[config.mk]
export PLATFORM = sky130hd
export DESIGN_NAME = calendar_date_counter_flat
export DESIGN_NICKNAME = d
export VERILOG_FILES = /design/src/rtl/calendar_date_counter_if.sv /design/src/rtl/calendar_date_counter.sv /design/src/flat_wrapper.sv
export SDC_FILE = /design/constraint.sdc
export NUM_CORES = 1
export LEC_CHECK = 0
export CORE_AREA = 5 5 141 143
export DETAILED_ROUTE_END_ITERATION = 10
export DIE_AREA = 0 0 146 148
export PLACE_DENSITY_LB_ADDON = 0.2
export SETUP_SLACK_MARGIN = 0.2
export SYNTH_ARGS = -nofsm -noshare
export SYNTH_HDL_FRONTEND = slang
export SYNTH_SLANG_ARGS = --single-unit
[constraint.sdc]
create_clock -name clk -period 15.2 [get_ports clk]
set_input_delay 1.52 -clock clk [delete_from_list [all_inputs] [get_ports clk]]
set_output_delay 1.52 -clock clk [all_outputs]
set_load 0.03 [all_outputs]
[src/rtl/calendar_date_counter_if.sv]
// Control and date-field bundle for the calendar date counter.
// The master side drives mode/edit/carry inputs; the slave (counter) returns fields and carries.
interface calendar_date_counter_if #(
   parameter int YEAR_W = 7
);
   logic              display;
   logic [1:0]        set_sel;
   logic              tick;
   logic              inc_dec;
   logic              done_hour;
   logic [5:0]        day;
   logic [3:0]        month;
   logic [YEAR_W-1:0] year;
   logic [2:0]        weekday;
   logic              done_day;
   logic              done_month;
   logic              done_year;

   modport master (
      output display, set_sel, tick, inc_dec, done_hour,
      input  day, month, year, weekday, done_day, done_month, done_year
   );

   modport slave (
      input  display, set_sel, tick, inc_dec, done_hour,
      output day, month, year, weekday, done_day, done_month, done_year
   );
endinterface

[src/rtl/calendar_date_counter.sv]
// Day/month/year/weekday counter. Advances on the hour carry in run mode,
// edits one field per tick in set mode, and keeps day-of-month legal at all times.
module calendar_date_counter #(
   parameter int YEAR_W       = 7,
   parameter int YEAR_MAX     = 99,
   parameter int CENTURY_BASE = 2000,
   parameter int LEAP_MODE    = 1,
   parameter int WEEKDAY_RST  = 6
) (
   input  logic                     clk,
   input  logic                     rst,
   calendar_date_counter_if.slave   cal
);

   localparam int AW = YEAR_W + 12;
   localparam logic [YEAR_W-1:0] YMAX = YEAR_W'(YEAR_MAX);

   logic [5:0]        day_q, day_d;
   logic [3:0]        month_q, month_d;
   logic [YEAR_W-1:0] year_q, year_d;
   logic [2:0]        weekday_q, weekday_d;
   logic              done_day_q, done_day_d;
   logic              done_month_q, done_month_d;
   logic              done_year_q, done_year_d;
   logic [5:0]        dim_cur, dim_new;

   // Absolute year is widened so CENTURY_BASE + offset never overflows.
   function automatic logic is_leap(input logic [YEAR_W-1:0] y);
      logic [AW-1:0] a;
      a = AW'(CENTURY_BASE) + AW'(y);
      if (LEAP_MODE == 0) return (y[1:0] == 2'd0);
      return (a[1:0] == 2'd0) &&
             (((a % AW'(100)) != '0) || ((a % AW'(400)) == '0));
   endfunction

   // Out-of-range months fall to 31 so a forced illegal month still steps cleanly.
   function automatic logic [5:0] dim_of(input logic [3:0] m, input logic [YEAR_W-1:0] y);
      case (m)
         4'd4, 4'd6, 4'd9, 4'd11: return 6'd30;
         4'd2:                    return is_leap(y) ? 6'd29 : 6'd28;
         default:                 return 6'd31;
      endcase
   endfunction

   // Next-state: run-mode cascade, set-mode single-field edit, then clamp day to the new month length.
   always_comb begin
      day_d        = day_q;
      month_d      = month_q;
      year_d       = year_q;
      weekday_d    = weekday_q;
      done_day_d   = 1'b0;
      done_month_d = 1'b0;
      done_year_d  = 1'b0;
      dim_cur      = dim_of(month_q, year_q);
      dim_new      = dim_cur;

      if (!cal.display) begin
         if (cal.done_hour) begin
            weekday_d = (weekday_q >= 3'd6) ? 3'd0 : weekday_q + 3'd1;
            if (day_q < dim_cur) begin
               day_d = day_q + 6'd1;
            end else begin
               day_d      = 6'd1;
               done_day_d = 1'b1;
               if (month_q < 4'd12) begin
                  month_d = month_q + 4'd1;
               end else begin
                  month_d      = 4'd1;
                  done_month_d = 1'b1;
                  if (year_q >= YMAX) begin
                     year_d      = '0;
                     done_year_d = 1'b1;
                  end else begin
                     year_d = year_q + 1'b1;
                  end
               end
            end
         end
      end else if (cal.tick) begin
         case (cal.set_sel)
            2'b00: if (cal.inc_dec) day_d = (day_q >= dim_cur) ? 6'd1 : day_q + 6'd1;
                   else             day_d = (day_q <= 6'd1 || day_q > dim_cur) ? dim_cur : day_q - 6'd1;
            2'b01: if (cal.inc_dec) month_d = (month_q >= 4'd12) ? 4'd1 : month_q + 4'd1;
                   else             month_d = (month_q <= 4'd1 || month_q > 4'd12) ? 4'd12 : month_q - 4'd1;
            2'b10: if (cal.inc_dec) year_d = (year_q >= YMAX) ? '0 : year_q + 1'b1;
                   else             year_d = (year_q == '0 || year_q > YMAX) ? YMAX : year_q - 1'b1;
            default: if (cal.inc_dec) weekday_d = (weekday_q >= 3'd6) ? 3'd0 : weekday_q + 3'd1;
                     else             weekday_d = (weekday_q == 3'd0 || weekday_q > 3'd6) ? 3'd6 : weekday_q - 3'd1;
         endcase
      end

      dim_new = dim_of(month_d, year_d);
      if (((month_d != month_q) || (year_d != year_q)) && (day_d > dim_new))
         day_d = dim_new;
   end

   // State register; reset wins over every other input.
   always_ff @(posedge clk) begin
      if (rst) begin
         day_q        <= 6'd1;
         month_q      <= 4'd1;
         year_q       <= '0;
         weekday_q    <= 3'(WEEKDAY_RST);
         done_day_q   <= 1'b0;
         done_month_q <= 1'b0;
         done_year_q  <= 1'b0;
      end else begin
         day_q        <= day_d;
         month_q      <= month_d;
         year_q       <= year_d;
         weekday_q    <= weekday_d;
         done_day_q   <= done_day_d;
         done_month_q <= done_month_d;
         done_year_q  <= done_year_d;
      end
   end

   assign cal.day        = day_q;
   assign cal.month      = month_q;
   assign cal.year       = year_q;
   assign cal.weekday    = weekday_q;
   assign cal.done_day   = done_day_q;
   assign cal.done_month = done_month_q;
   assign cal.done_year  = done_year_q;

endmodule

[src/flat_wrapper.sv]
// flat-port wrapper written by rule: the top's interface ports become plain ports
module calendar_date_counter_flat 
#(
   parameter int YEAR_W       = 7,
   parameter int YEAR_MAX     = 99,
   parameter int CENTURY_BASE = 2000,
   parameter int LEAP_MODE    = 1,
   parameter int WEEKDAY_RST  = 6
)
  (clk, rst, cal_display, cal_set_sel, cal_tick, cal_inc_dec, cal_done_hour, cal_day, cal_month, cal_year, cal_weekday, cal_done_day, cal_done_month, cal_done_year);
  calendar_date_counter_if #(.YEAR_W(YEAR_W)) cal_i ();
  input  logic clk;
  input  logic rst;
  input wire logic [$bits(cal_i.display)-1:0] cal_display;
  input wire logic [$bits(cal_i.set_sel)-1:0] cal_set_sel;
  input wire logic [$bits(cal_i.tick)-1:0] cal_tick;
  input wire logic [$bits(cal_i.inc_dec)-1:0] cal_inc_dec;
  input wire logic [$bits(cal_i.done_hour)-1:0] cal_done_hour;
  output wire logic [$bits(cal_i.day)-1:0] cal_day;
  output wire logic [$bits(cal_i.month)-1:0] cal_month;
  output wire logic [$bits(cal_i.year)-1:0] cal_year;
  output wire logic [$bits(cal_i.weekday)-1:0] cal_weekday;
  output wire logic [$bits(cal_i.done_day)-1:0] cal_done_day;
  output wire logic [$bits(cal_i.done_month)-1:0] cal_done_month;
  output wire logic [$bits(cal_i.done_year)-1:0] cal_done_year;
  assign cal_i.display = cal_display;
  assign cal_i.set_sel = cal_set_sel;
  assign cal_i.tick = cal_tick;
  assign cal_i.inc_dec = cal_inc_dec;
  assign cal_i.done_hour = cal_done_hour;
  assign cal_day = cal_i.day;
  assign cal_month = cal_i.month;
  assign cal_year = cal_i.year;
  assign cal_weekday = cal_i.weekday;
  assign cal_done_day = cal_i.done_day;
  assign cal_done_month = cal_i.done_month;
  assign cal_done_year = cal_i.done_year;
  calendar_date_counter #(.YEAR_W(YEAR_W), .YEAR_MAX(YEAR_MAX), .CENTURY_BASE(CENTURY_BASE), .LEAP_MODE(LEAP_MODE), .WEEKDAY_RST(WEEKDAY_RST)) u_core (.clk(clk), .rst(rst), .cal(cal_i));
endmodule
Word level (Yosys, flattened, before mapping)
Index checks and enable logic that the tools add are counted.
{ "totals": {"register_bits": 23, "wordCells": 119} }
{ "op_classes": {"addsub": 10, "div": 4, "n_lt_le_gt_ge": 13, "eq_ne": 16, "n_mux": 41, "n_bitwise": 1, "n_reduce_logical": 27} }
{ "ops": {"columns": ["op", "count"], "rows": [
  ["$mux 7", 9],
  ["$mux 6", 9],
  ["$logic_not 19->1", 2],
  ["$mod 19x7->19 const B", 2],
  ["$mod 19x9->19 const B", 2],
  ["$reduce_bool 19->1", 2],
  ["$mux 4", 9],
  ["$add 11x7->12 const A", 2],
  ["$pmux 6 s2", 2],
  ["$mux 3", 7],
  ["$eq 4x3->1 const B", 4],
  ["$eq 4x4->1 const B", 4],
  ["$gt 6x6->1", 2],
  ["$reduce_or 4->1", 3],
  ["$eq 4x2->1 const B", 2],
  ["$add 7x1->7 const B", 1],
  ["$ge 7x7->1 const B", 1],
  ["$gt 7x7->1 const B", 1],
  ["$logic_not 7->1", 1],
  ["$logic_or 1x1->1", 7],
  ["$ne 7x7->1", 1],
  ["$sub 7x1->7 const B", 1],
  ["$add 6x1->6 const B", 1],
  ["$ge 6x6->1", 1],
  ["other kinds (27)", 36]
]} }

Depth between registers and ports, before layout
Gate-level depths: netlist of run 1.
{ "logic_depth": {"depth_word": 21, "ltp_mapped": 72, "ltp_nobuf": 69} }

Worst setup path after synthesis of run 1
Ideal clock, no wire load.
{ "synth_timing": {"path_kind": "reg2reg", "from": "reg u_core.year_q[4] (netlist: u_core.cal.year[4])", "to": "reg u_core.day_q[0] (netlist: u_core.cal.day[0])", "t_arrival_ps": 15238, "t_required_ps": 15075, "path_slack_ps": -163, "stages_incl_launch_ff": 66, "n_path_buf": 4, "period_less_slack_ps": 15363, "path_cell_list": "dfxtp_1 ha_1 inv_1 ha_1 ha_1 buf_2 and4b_1 xnor2_1 o311ai_1 a21oi_1 nor4_2 nor2_1 a2111oi_0 a211oi_1 a211oi_2 o211ai_1 a31o_2 o311a_1 (+30 left out) o21a_1 xnor2_1 inv_1 ha_1 nor2_1 nand2_1 o211ai_1 nor2_1 nor4_1 o221ai_1 and3_1 o21a_1 ha_1 a21oi_1 nand4_1 a21oi_1 inv_1 o41a_1"} }
{ "synth_between": {"elab_chain_cells": 21, "word_cells_on_any_way": 61} }
{ "synth_lines": {"columns": ["item", "line_no", "rtl"], "rows": [
  ["start: declaration", "calendar_date_counter.sv:20", "logic [YEAR_W-1:0] year_q, year_d;"],
  ["start signal: assignment", "calendar_date_counter.sv:110", "year_q <= year_d;"],
  ["$add 11x7->12", "calendar_date_counter.sv:30", "a = AW'(CENTURY_BASE) + AW'(y);"],
  ["$mod 19x7->19 or $mod 19x9->19 (tied branches)", "calendar_date_counter.sv:33", "(((a % AW'(100)) != '0) || ((a % AW'(400)) == '0));"],
  ["$reduce_bool 19->1 or $logic_not 19->1 (tied branches)", "calendar_date_counter.sv:33", null],
  ["$logic_or 1x1->1", "calendar_date_counter.sv:33", null],
  ["$logic_and 1x1->1", "calendar_date_counter.sv:32", "return (a[1:0] == 2'd0) &&"],
  ["$mux 1", "calendar_date_counter.sv:40", "4'd2: return is_leap(y) ? 6'd29 : 6'd28;"],
  ["$pmux 6 s2", "calendar_date_counter.sv:38", "case (m)"],
  ["$lt 6x6->1", "calendar_date_counter.sv:60", "if (day_q < dim_cur) begin"],
  ["(+3 left out)", null, null],
  ["net u_core.year_d[4]", "calendar_date_counter.sv:20", null],
  ["(+2 left out)", null, null],
  ["$reduce_bool 19->1 or $logic_not 19->1 (tied branches)", "calendar_date_counter.sv:33", null],
  ["$logic_or 1x1->1", "calendar_date_counter.sv:33", null],
  ["$logic_and 1x1->1", "calendar_date_counter.sv:32", null],
  ["$mux 1", "calendar_date_counter.sv:40", null],
  ["$pmux 6 s2", "calendar_date_counter.sv:38", null],
  ["$gt 6x6->1", "calendar_date_counter.sv:93", "if (((month_d != month_q) || (year_d != year_q)) && (day_d > dim_new))"],
  ["$logic_and 1x1->1", "calendar_date_counter.sv:93", null],
  ["$mux 6 (*)", "calendar_date_counter.sv:93", null],
  ["end signal: assignment", "calendar_date_counter.sv:108", "day_q <= day_d;"],
  ["end: declaration", "calendar_date_counter.sv:18", "logic [5:0] day_q, day_d;"]
]} }
Mark *: on every way through the listed nets, which the timed path passes. The rest lies on a longest branch.
A chain may end at the register's enable or synchronous reset.

Worst setup path in the final report of run 1
Ends and elaborated chain as after synthesis.

==> results.ini, run 1 <==
[status]
status = finished, final reports clean

[clock_network]
cts.path.max_buffers = 2
clkLatencyLatePin_ps = 260
cts_root_buf = clkbuf_16
htree_levels = 1
clk_pin_slew_worst_paths_ps = 70
cts_buffers = 3
clock-sinks = 23
cts_tree = built

[timing]
finClkSkew_ps = 6.137
finalCriticalPeriod_ps = 14530
setup_slack_ps = 674.2
finalSetupViolations = 0
hold_violations = 0
fin_hold_ws_ps = 589.3
slew_violations = 0
fmax_mhz = 68.84
worstMarginPinSlew_ps = 930.3
fin_tns_setup_ps = 0
period_share = 0.9556
max_slew_margin = 0.3778

[floorplanning]
core_mm2 = 0.01846
num_rows = 50
die_h_um = 148
die_w_um = 146
dieArea_mm2 = 0.02161
io_pins = 31
start_util = 0.3908

[critical_path]
critPathMaxFanout = 8
crit_path_start_kind = flip-flop
r2r_slack_ps = 670
cp_data_required_time_ps = 15350
timing.rr.start = u_core.cal.year[4]$_SDFF_PP0_
r2r_end = u_core.cal.day[0]$_SDFF_PP1_
endpoint_kind = flip-flop
r2r_cells = 66
crit_path_max_incr_delay_ps = 630
critical_path_class = flip-flop to flip-flop
crit_slowest_cell = or4b_2
crit_top_cell = ha_1
crit_arrival_ps = 14670

[detailed_routing]
drtAntennaViolNets = 0
post_drt_wl_per_cell_um = 17.70
vias = 8702
drt_iter0_drc = 650
wl_met3_mm = 1.322
dr_wl_met2_mm = 11.35
top_layer = met4
wl_met1_mm = 11.29
drt-total-wl_mm = 24.45
drt_first_pass_iters = 8
viasPerCell = 6.301
drc = 0

[yosys]
synth_fp_nets = 1146
synth-seq-area-share = 0.06384
synth_ff_type = dfxtp_1
synth_warnings = 0
synth_cell_type_count = 101
syn-cell-area_mm2 = 0.007212
ys_seq_elements = 23
synthArstFlopShare = 0
syn_inst = 1097
synth.avg_cell_area_um2 = 6.574
synth_edf_count = 0

[worst_hold_path]
hold_depth = 2
min_from = u_core.cal.weekday[0]$_SDFFE_PP0P_
hold_path_class = flip-flop to flip-flop
holdPathEnd = u_core.cal.weekday[0]$_SDFFE_PP0P_

[finish]
n_antenna_cell = 0
design_area_mm2 = 0.008544
fillers = 1860
final_common_cell = nor2_1
areaGrowthSynthToFinish_pct = 18.48
drive_gt1_frac = 0.1674
final_nets = 1197
most-common-layout-cells = 107 x nor2_1, 97 x nand2_1, 81 x a21oi_1, 76 x o21ai_0, 74 x buf_4

[global_route]
first_global_vias = 7874
grt-ovfl-total = 0
grt_usage = 0.2104
antenna_found_initial = 0
grt_first_pass_wirelength_mm = 39.87
grt_max_degree = 39

[place]
dp_hpwl_mm = 18.38
gp_congestion = 0.9417
place_area_mm2 = 0.007951
io_buffers = 30
place_ws_ps = -222.7

[job]
drv_cap = 0

[pwr]
power.density_mw_per_mm2 = 79.80
ir_drop_mv = 0.06455
power_leakage_nw = 3.212

## cell usage after synthesis (8+ instances only)
cell	n	area [µm²]
a211oi_1	18	135.1
a21o_1	11	82.58
a21oi_1	86	430.4
a31oi_1	25	156.4
and2_1	13	81.33
and3_1	9	56.30
buf_2	9	45.04
clkbuf_1	48	180.2
dfxtp_1	23	460.4
ha_1	41	513.0
inv_1	38	142.6
mux2i_1	15	150.1
nand2_1	99	371.6
nand2b_1	13	81.33
nand3_1	57	285.3
nand4_1	18	112.6
nor2_1	112	420.4
nor2b_1	15	93.84
nor3_1	41	205.2
nor3b_1	11	82.58
nor4_1	11	68.82
o211ai_1	19	142.6
o21a_1	13	97.59
o21ai_0	81	405.4
o21ai_1	8	40.04
o31ai_1	13	97.59
or2_2	13	81.33
or3_1	10	62.56
xnor2_1	46	402.9
## layer usage
layer,vias up,GRT usage
li1,4266,-
met1,4088,0.2946
met2,294,0.3524
met3,54,0.01931
met4,0,0.04657
met5,-,0
## cell type report
class	count	area, µm²	share of cell area
clock buffers	3	75.07	0.008786
clock inverters	1	5.005	0.0005857
multi-input cells	972	6676	0.7814
repair buffers	105	867.1	0.1015
inverters	43	165.2	0.01933
flip-flops and latches	23	462.9	0.05418
well taps	234	292.8	0.03427
## where the power goes
part | total, W | internal (W) | switching (W) | leakage (nW)
registers | 0.0000727 | 0.0000639 | 0.00000878 | 0.190
logic | 0.000548 | 0.000229 | 0.000320 | 2.98
clock network | 0.0000609 | 0.0000355 | 0.0000254 | 0.0409
## what timing repair did
| item | CTS | global route |
|---|---|---|
| hold buffers | 0 | 0 |
| setup endpoints to repair | 5 | 5 |
| pin swaps | 0 | 23 |
| resized for setup | 8 | 62 |
| buffers inserted | 0 | 29 |
## worst max-delay path by stage
stage,start,end,slack [ps]
2_1_floorplan,u_core.cal.year[6]$_SDFF_PP0_,u_core.cal.day[0]$_SDFF_PP1_,280
3_3_place_gp,u_core.cal.year[4]$_SDFF_PP0_,u_core.cal.day[0]$_SDFF_PP1_,150
3_5_place_dp,u_core.cal.year[4]$_SDFF_PP0_,u_core.cal.day[0]$_SDFF_PP1_,-220
4_1_cts,u_core.cal.year[4]$_SDFF_PP0_,u_core.cal.day[0]$_SDFF_PP1_,230
5_1_grt,u_core.cal.year[4]$_SDFF_PP0_,u_core.cal.day[0]$_SDFF_PP1_,-30
6_report,u_core.cal.year[4]$_SDFF_PP0_,u_core.cal.day[0]$_SDFF_PP1_,670
## state kept, by name, summed over array words and instances, names as in the netlist
signal and cells:
u_core.cal.year 7, u_core.cal.done_day 1, u_core.cal.month 4, u_core.cal.done_month 1
u_core.cal.done_year 1, u_core.cal.weekday 3, u_core.cal.day 6
## per-stage QoR
stage,utilization,cells,total power [W]
floorplan,-,1097,0.0004565
global placement,0.4308,1348,0.0005735
detailed placement,0.4308,1348,0.0005725
CTS,0.4376,1352,0.0006377
global route,0.4630,1381,0.0007376
finish,0.4630,1381,0.0006819
## cell families (layout without fill, tap and decap cells)
group	after synthesis	after routing	synth area share
buffers and inverters	102	152	0.05569
XOR/XNOR	51	51	0.06298
adder cells (fa/ha/maj)	42	42	0.07252
AND/OR/NAND/NOR	458	458	0.3232
flip-flops	23	23	0.06384
multiplexers	21	21	0.03123
AO/OA/AOI/OAI	400	400	0.3905
## worst max-delay path, delay by kind of cell, from the launching register on
| kind | cells | cell delay, ps |
|---|---|---|
| AO/OA/AOI/OAI | 23 | 4980 |
| multiplexers | 1 | 340 |
| buffers and inverters | 10 | 1050 |
| flip-flops | 1 | 340 |
| XOR/XNOR | 2 | 370 |
| adder cells (fa/ha/maj) | 9 | 1870 |
| AND/OR/NAND/NOR | 21 | 5440 |
No activity file was read; power rests on OpenSTA's default activity.
==> inputs of run 2 (changes only) <==
--- a/config.mk
+++ b/config.mk
@@ -5,9 +5,10 @@
 export SDC_FILE = /design/constraint.sdc
 export NUM_CORES = 1
 export LEC_CHECK = 0
-export CORE_AREA = 5 5 141 143
+export CORE_AREA = 5 5 176 178
 export DETAILED_ROUTE_END_ITERATION = 10
-export DIE_AREA = 0 0 146 148
+export DIE_AREA = 0 0 181 183
+export GPL_TIMING_DRIVEN = 0
 export PLACE_DENSITY_LB_ADDON = 0.2
 export SETUP_SLACK_MARGIN = 0.2
 export SYNTH_ARGS = -nofsm -noshare
==> constraint.sdc (replaced) <==
create_clock -name clk -period 14 [get_ports clk]
set_input_delay 1.4 -clock clk [delete_from_list [all_inputs] [get_ports clk]]
set_output_delay 1.4 -clock clk [all_outputs]
set_load 0.03 [all_outputs]
==> run 2 against run 1 <==
Total power increased by 29%. Maximum frequency increased by 6.2%. Combinational power increased by 35%. Register-to-register slack got worse by 350 ps. Final area increased by 22%. Non-clock buffer count increased by 113. First-iteration DRC count increased by 23%. Clock skew decreased by 3.0 ps. Sequential power increased by 4.7%. Final cell count increased by 19%. Setup slack got worse by 350 ps. Sequential cell count unchanged.
==> results.ini, run 2 (synthesis results as in run 1) <==
[pwr]
p_int_w = 0.0004385
pwr-share-clk = 0.073
p_switching_w = 0.0004406
power_leakage_nw = 3.845
power_frac_seq = 0.087
power.density_mw_per_mm2 = 84.25
p_sw_frac = 0.5012
combinationalPowerShare = 0.840
power_w = 0.0008791
ir_drop_mv = 0.05311

[timing]
hold_violations = 0
rsz0062_at_grt = true
setup_slack_ps = 320.2
finalSetupViolations = 0
finalCriticalPeriod_ps = 13680
slew_violations = 0
finClkSkew_ps = 3.122
fmax_mhz = 73.10
max_slew_margin = 0.2384
worstMarginPinSlew_ps = 1137
period_share = 0.9771
fin_tns_setup_ps = 0

[detailed_routing]
drtAntennaViolNets = 0
drt-total-wl_mm = 28.85
vias = 9284
post_drt_wl_per_cell_um = 17.49
drt_first_pass_iters = 5
drc = 0
drt_iter0_drc = 798
viasPerCell = 5.627

[clock_network]
clk_pin_slew_worst_paths_ps = 60
clkLatencyLatePin_ps = 260
cts_tree = built
cts_hold_buf = 0
cts_buffers = 3
clock-sinks = 23
cts.path.max_buffers = 2
cts_root_buf = clkbuf_16
htree_levels = 1

[critical_path]
endpoint_kind = flip-flop
crit_top_cell = ha_4
critical_path_class = flip-flop to flip-flop
crit_slowest_cell = or4b_4
crit_arrival_ps = 13830
cp_data_required_time_ps = 14150
r2r_cells = 69
crit_path_start_kind = flip-flop
critPathMaxFanout = 8
crit_path_max_incr_delay_ps = 540
r2r_slack_ps = 320

[finish]
most-common-layout-cells = 128 x buf_4, 100 x nor2_1, 94 x nand2_1, 71 x a21oi_1, 64 x o21ai_0
areaGrowthSynthToFinish_pct = 44.69
fillers = 3052
drive_gt1_frac = 0.2960
largest_reg_flops = 7
final_nets = 1310
final_common_cell = buf_4
n_antenna_cell = 0

[floorplanning]
die_h_um = 183
io_pins = 31
core_mm2 = 0.02924
dieArea_mm2 = 0.03312
start_util = 0.2466
die_w_um = 181
num_rows = 63

[status]
status = finished, final reports clean

[place]
place_ws_ps = -2268
dp_hpwl_mm = 20.94
gp_congestion = 0.8754
io_buffers = 29

[global_route]
antenna_found_initial = 0
first_global_vias = 8611
grt_usage = 0.1597
grt-ovfl-total = 0
grt_first_pass_wirelength_mm = 45.49
grt_max_degree = 14

[worst_hold_path]
hold_depth = 2
hold_path_class = flip-flop to flip-flop

[job]
drv_cap = 0

run 2: metal layers:
layer,up-vias,routed length (µm),track usage
met5,-,0,0
met4,0,510,0.02672
met3,42,1056,0.01150
met2,267,13990,0.2863
met1,4463,13300,0.2146
li1,4512,-,-
run 2: power by group through the flow:
stage	logic (W)	clock network (W)	registers, W
finish	0.000738	0.0000645	0.0000761
global route	0.000798	0.0000679	0.0000770
CTS	0.000647	0.0000659	0.0000761
detailed placement	0.000547	0	0.0000778
global placement	0.000550	0	0.0000778
floorplan	0.000422	0	0.0000826
run 2: path summary, 6_finish.rpt:
check                                       end                                from
max                u_core.cal.day[0]$_SDFF_PP1_       u_core.cal.year[6]$_SDFF_PP0_
min          u_core.cal.weekday[0]$_SDFFE_PP0P_  u_core.cal.weekday[0]$_SDFFE_PP0P_
max reg2reg        u_core.cal.day[0]$_SDFF_PP1_       u_core.cal.year[6]$_SDFF_PP0_
min reg2reg  u_core.cal.weekday[0]$_SDFFE_PP0P_  u_core.cal.weekday[0]$_SDFFE_PP0P_
run 2: layout make-up:
type	count	area [µm²]	share of cell area
Buffer	59	382.9	0.03669
Clock buffer	3	75.07	0.007194
Clock inverter	1	5.005	0.0004796
Inverter	43	190.2	0.01823
Multi-Input combinational cell	972	7538	0.7224
Sequential cell	23	469.2	0.04496
Tap cell	390	488.0	0.04676
Timing Repair Buffer	159	1286	0.1233
run 2: stage by stage:
| step | cells | utilization | hold WS, ps | instance area (µm²) |
|---|---|---|---|---|
| floorplan | 1097 | - | 668.7 | 7483 |
| global placement | 1516 | 0.2825 | 578.2 | 8262 |
| detailed placement | 1516 | 0.2825 | 577.3 | 8262 |
| CTS | 1607 | 0.3281 | 587.3 | 9595 |
| global route | 1650 | 0.3568 | 613.0 | 10440 |
| finish | 1650 | 0.3568 | 594.7 | 10440 |
run 2: critical path, delay by kind of cell (launching register included):
| family | cells | cell delay [ps] |
|---|---|---|
| xor+xnor | 3 | 440 |
| fa+ha+maj | 7 | 1260 |
| buf+inv | 16 | 1870 |
| compound gates | 26 | 5710 |
| simple gates | 16 | 3600 |
| mux | 1 | 310 |
| flops | 1 | 320 |
run 2: timing repair:
| item | in CTS | in global routing |
|---|---|---|
| setup buffers | 87 | 43 |
| resized for setup | 133 | 116 |
| gates cloned | 0 | 0 |
| endpoints found under the setup margin | 5 | 5 |
| pin swaps | 56 | 58 |
==> RTL change (settings of run 2) <==
`YEAR_W` is set to 7 in 3 places; all go to 14.
--- a/src/rtl/calendar_date_counter_if.sv
+++ b/src/rtl/calendar_date_counter_if.sv
@@ -1,7 +1,7 @@
 // Control and date-field bundle for the calendar date counter.
 // The master side drives mode/edit/carry inputs; the slave (counter) returns fields and carries.
 interface calendar_date_counter_if #(
-   parameter int YEAR_W = 7
+   parameter int YEAR_W = 14
 );
    logic              display;
    logic [1:0]        set_sel;
--- a/src/rtl/calendar_date_counter.sv
+++ b/src/rtl/calendar_date_counter.sv
@@ -1,7 +1,7 @@
 // Day/month/year/weekday counter. Advances on the hour carry in run mode,
 // edits one field per tick in set mode, and keeps day-of-month legal at all times.
 module calendar_date_counter #(
-   parameter int YEAR_W       = 7,
+   parameter int YEAR_W       = 14,
    parameter int YEAR_MAX     = 99,
    parameter int CENTURY_BASE = 2000,
    parameter int LEAP_MODE    = 1,
--- a/src/flat_wrapper.sv
+++ b/src/flat_wrapper.sv
@@ -1,7 +1,7 @@
 // flat-port wrapper written by rule: the top's interface ports become plain ports
 module calendar_date_counter_flat 
 #(
-   parameter int YEAR_W       = 7,
+   parameter int YEAR_W       = 14,
    parameter int YEAR_MAX     = 99,
    parameter int CENTURY_BASE = 2000,
    parameter int LEAP_MODE    = 1,
Interface: changed (resized cal_year); port bits go from 31 to 38. No check against the original RTL was run, so the function may have changed too.
==> RTL change against run 2 <==
- the flow now finishes with violations (setup timing)
- synthesized area is 1.4% lower
- power increased by 18%
- sequential cell count grew 7
- cell count fell by 3.6%
- design area down 1.5%
- die area unchanged
- critical path depth decreased by 1
- count of clock-buffer cells in the layout increased by 3
- sequential power increased by 28%
- non-clock buffer count increased by 3
- routed wire length decreased by 2.3%
- worst hold slack got worse by 0.025 ns
- worst setup slack lost 0.87 ns
==> RTL change: results <==
[outcome]
outcome = finished with violations
violations = setup timing

[synthesis]
synth_area_leaders = dfxtp_1, nor2_1, a21oi_1
synth.distinct_cells = 114
synth_nets = 1061
ys_seq_area_share_pct = 8.44

[global_routing]
grt_max_degree = 11
groute.usage.overall_pct = 15.9
grt_use_met3_pct = 0.655
grtUsageMet2_pct = 27.0
use_met1_pct = 21.9
grt_pass1_vias = 8316
grt_pass1_wl_um = 44600

[routing]
wl_met3_um = 1050
avgRoutedWirePerCell_um = 17.7
first_iter_violations = 857
dr_wl_met2_um = 13400
drt_pre_antenna_iters = 6

[layout]
nets = 1230
multi_input_area_um2 = 7130
nClkBuffers = 6
signal_buffers = 221
buffer_area_share_pct = 17.0
largest_reg_flops = 14
drive_above_1_share_pct = 30.1
clock_area_share_pct = 1.46
comb.multi_input.count = 904

[placement]
hpwlAfterDp_um = 20000
place.gp.congestion = 0.905
port_buffers = 34

[critical_path]
rr_worst_depth = 68
worst_ep_arrival_time_ns = 14.77
slowest_stage = or4_4
cp-startpoint = u_core.cal.year[4]
r2r_start = u_core.cal.year[4]

[worst_hold_path]
min_to = u_core.cal.weekday[0]

[clocking]
cts.repair.resized = 102
post_cts_buffers = 94
clkSinkCount = 30
cts_buffers = 5

[power_and_ir_drop]
powerSeq_uw = 97.1
pwr-share-seq_pct = 9.3
leakage_uw = 0.00385
pwr-share-clk_pct = 11.3
peakVddDrop_uv = 50.8
p_int_uw = 520

[sta]
worst_slew_pin_slew_ns = 0.779
setup_viol = 5
hold_slack_ns = 0.569
fin_ws_ns = -0.554
## RTL change: cells by family after synthesis
| kind of cell | share of synthesized area (%) |
|---|---|
| AND/OR/NAND/NOR | 29.5 |
| AO/OA/AOI/OAI | 44.5 |
| buffers and inverters | 5.42 |
| XOR/XNOR | 4.91 |
| flip-flops | 8.44 |
| adder cells (fa/ha/maj) | 4.19 |
| multiplexers | 3.03 |
## RTL change: through the flow
step	instance area, um2	setup slack [ns]	util (%)	std cells	setup TNS (ns)
2_1_floorplan	7420	0.0150	-	1030	0
3_3_place_gp	8250	-2.47	28.2	1454	-11.12
3_5_place_dp	8250	-2.38	28.2	1454	-10.62
4_1_cts	9650	-0.420	33.0	1556	-1.56
5_1_grt	10300	-1.17	35.1	1590	-5.25
6_report	10300	-0.554	35.1	1590	-2.30
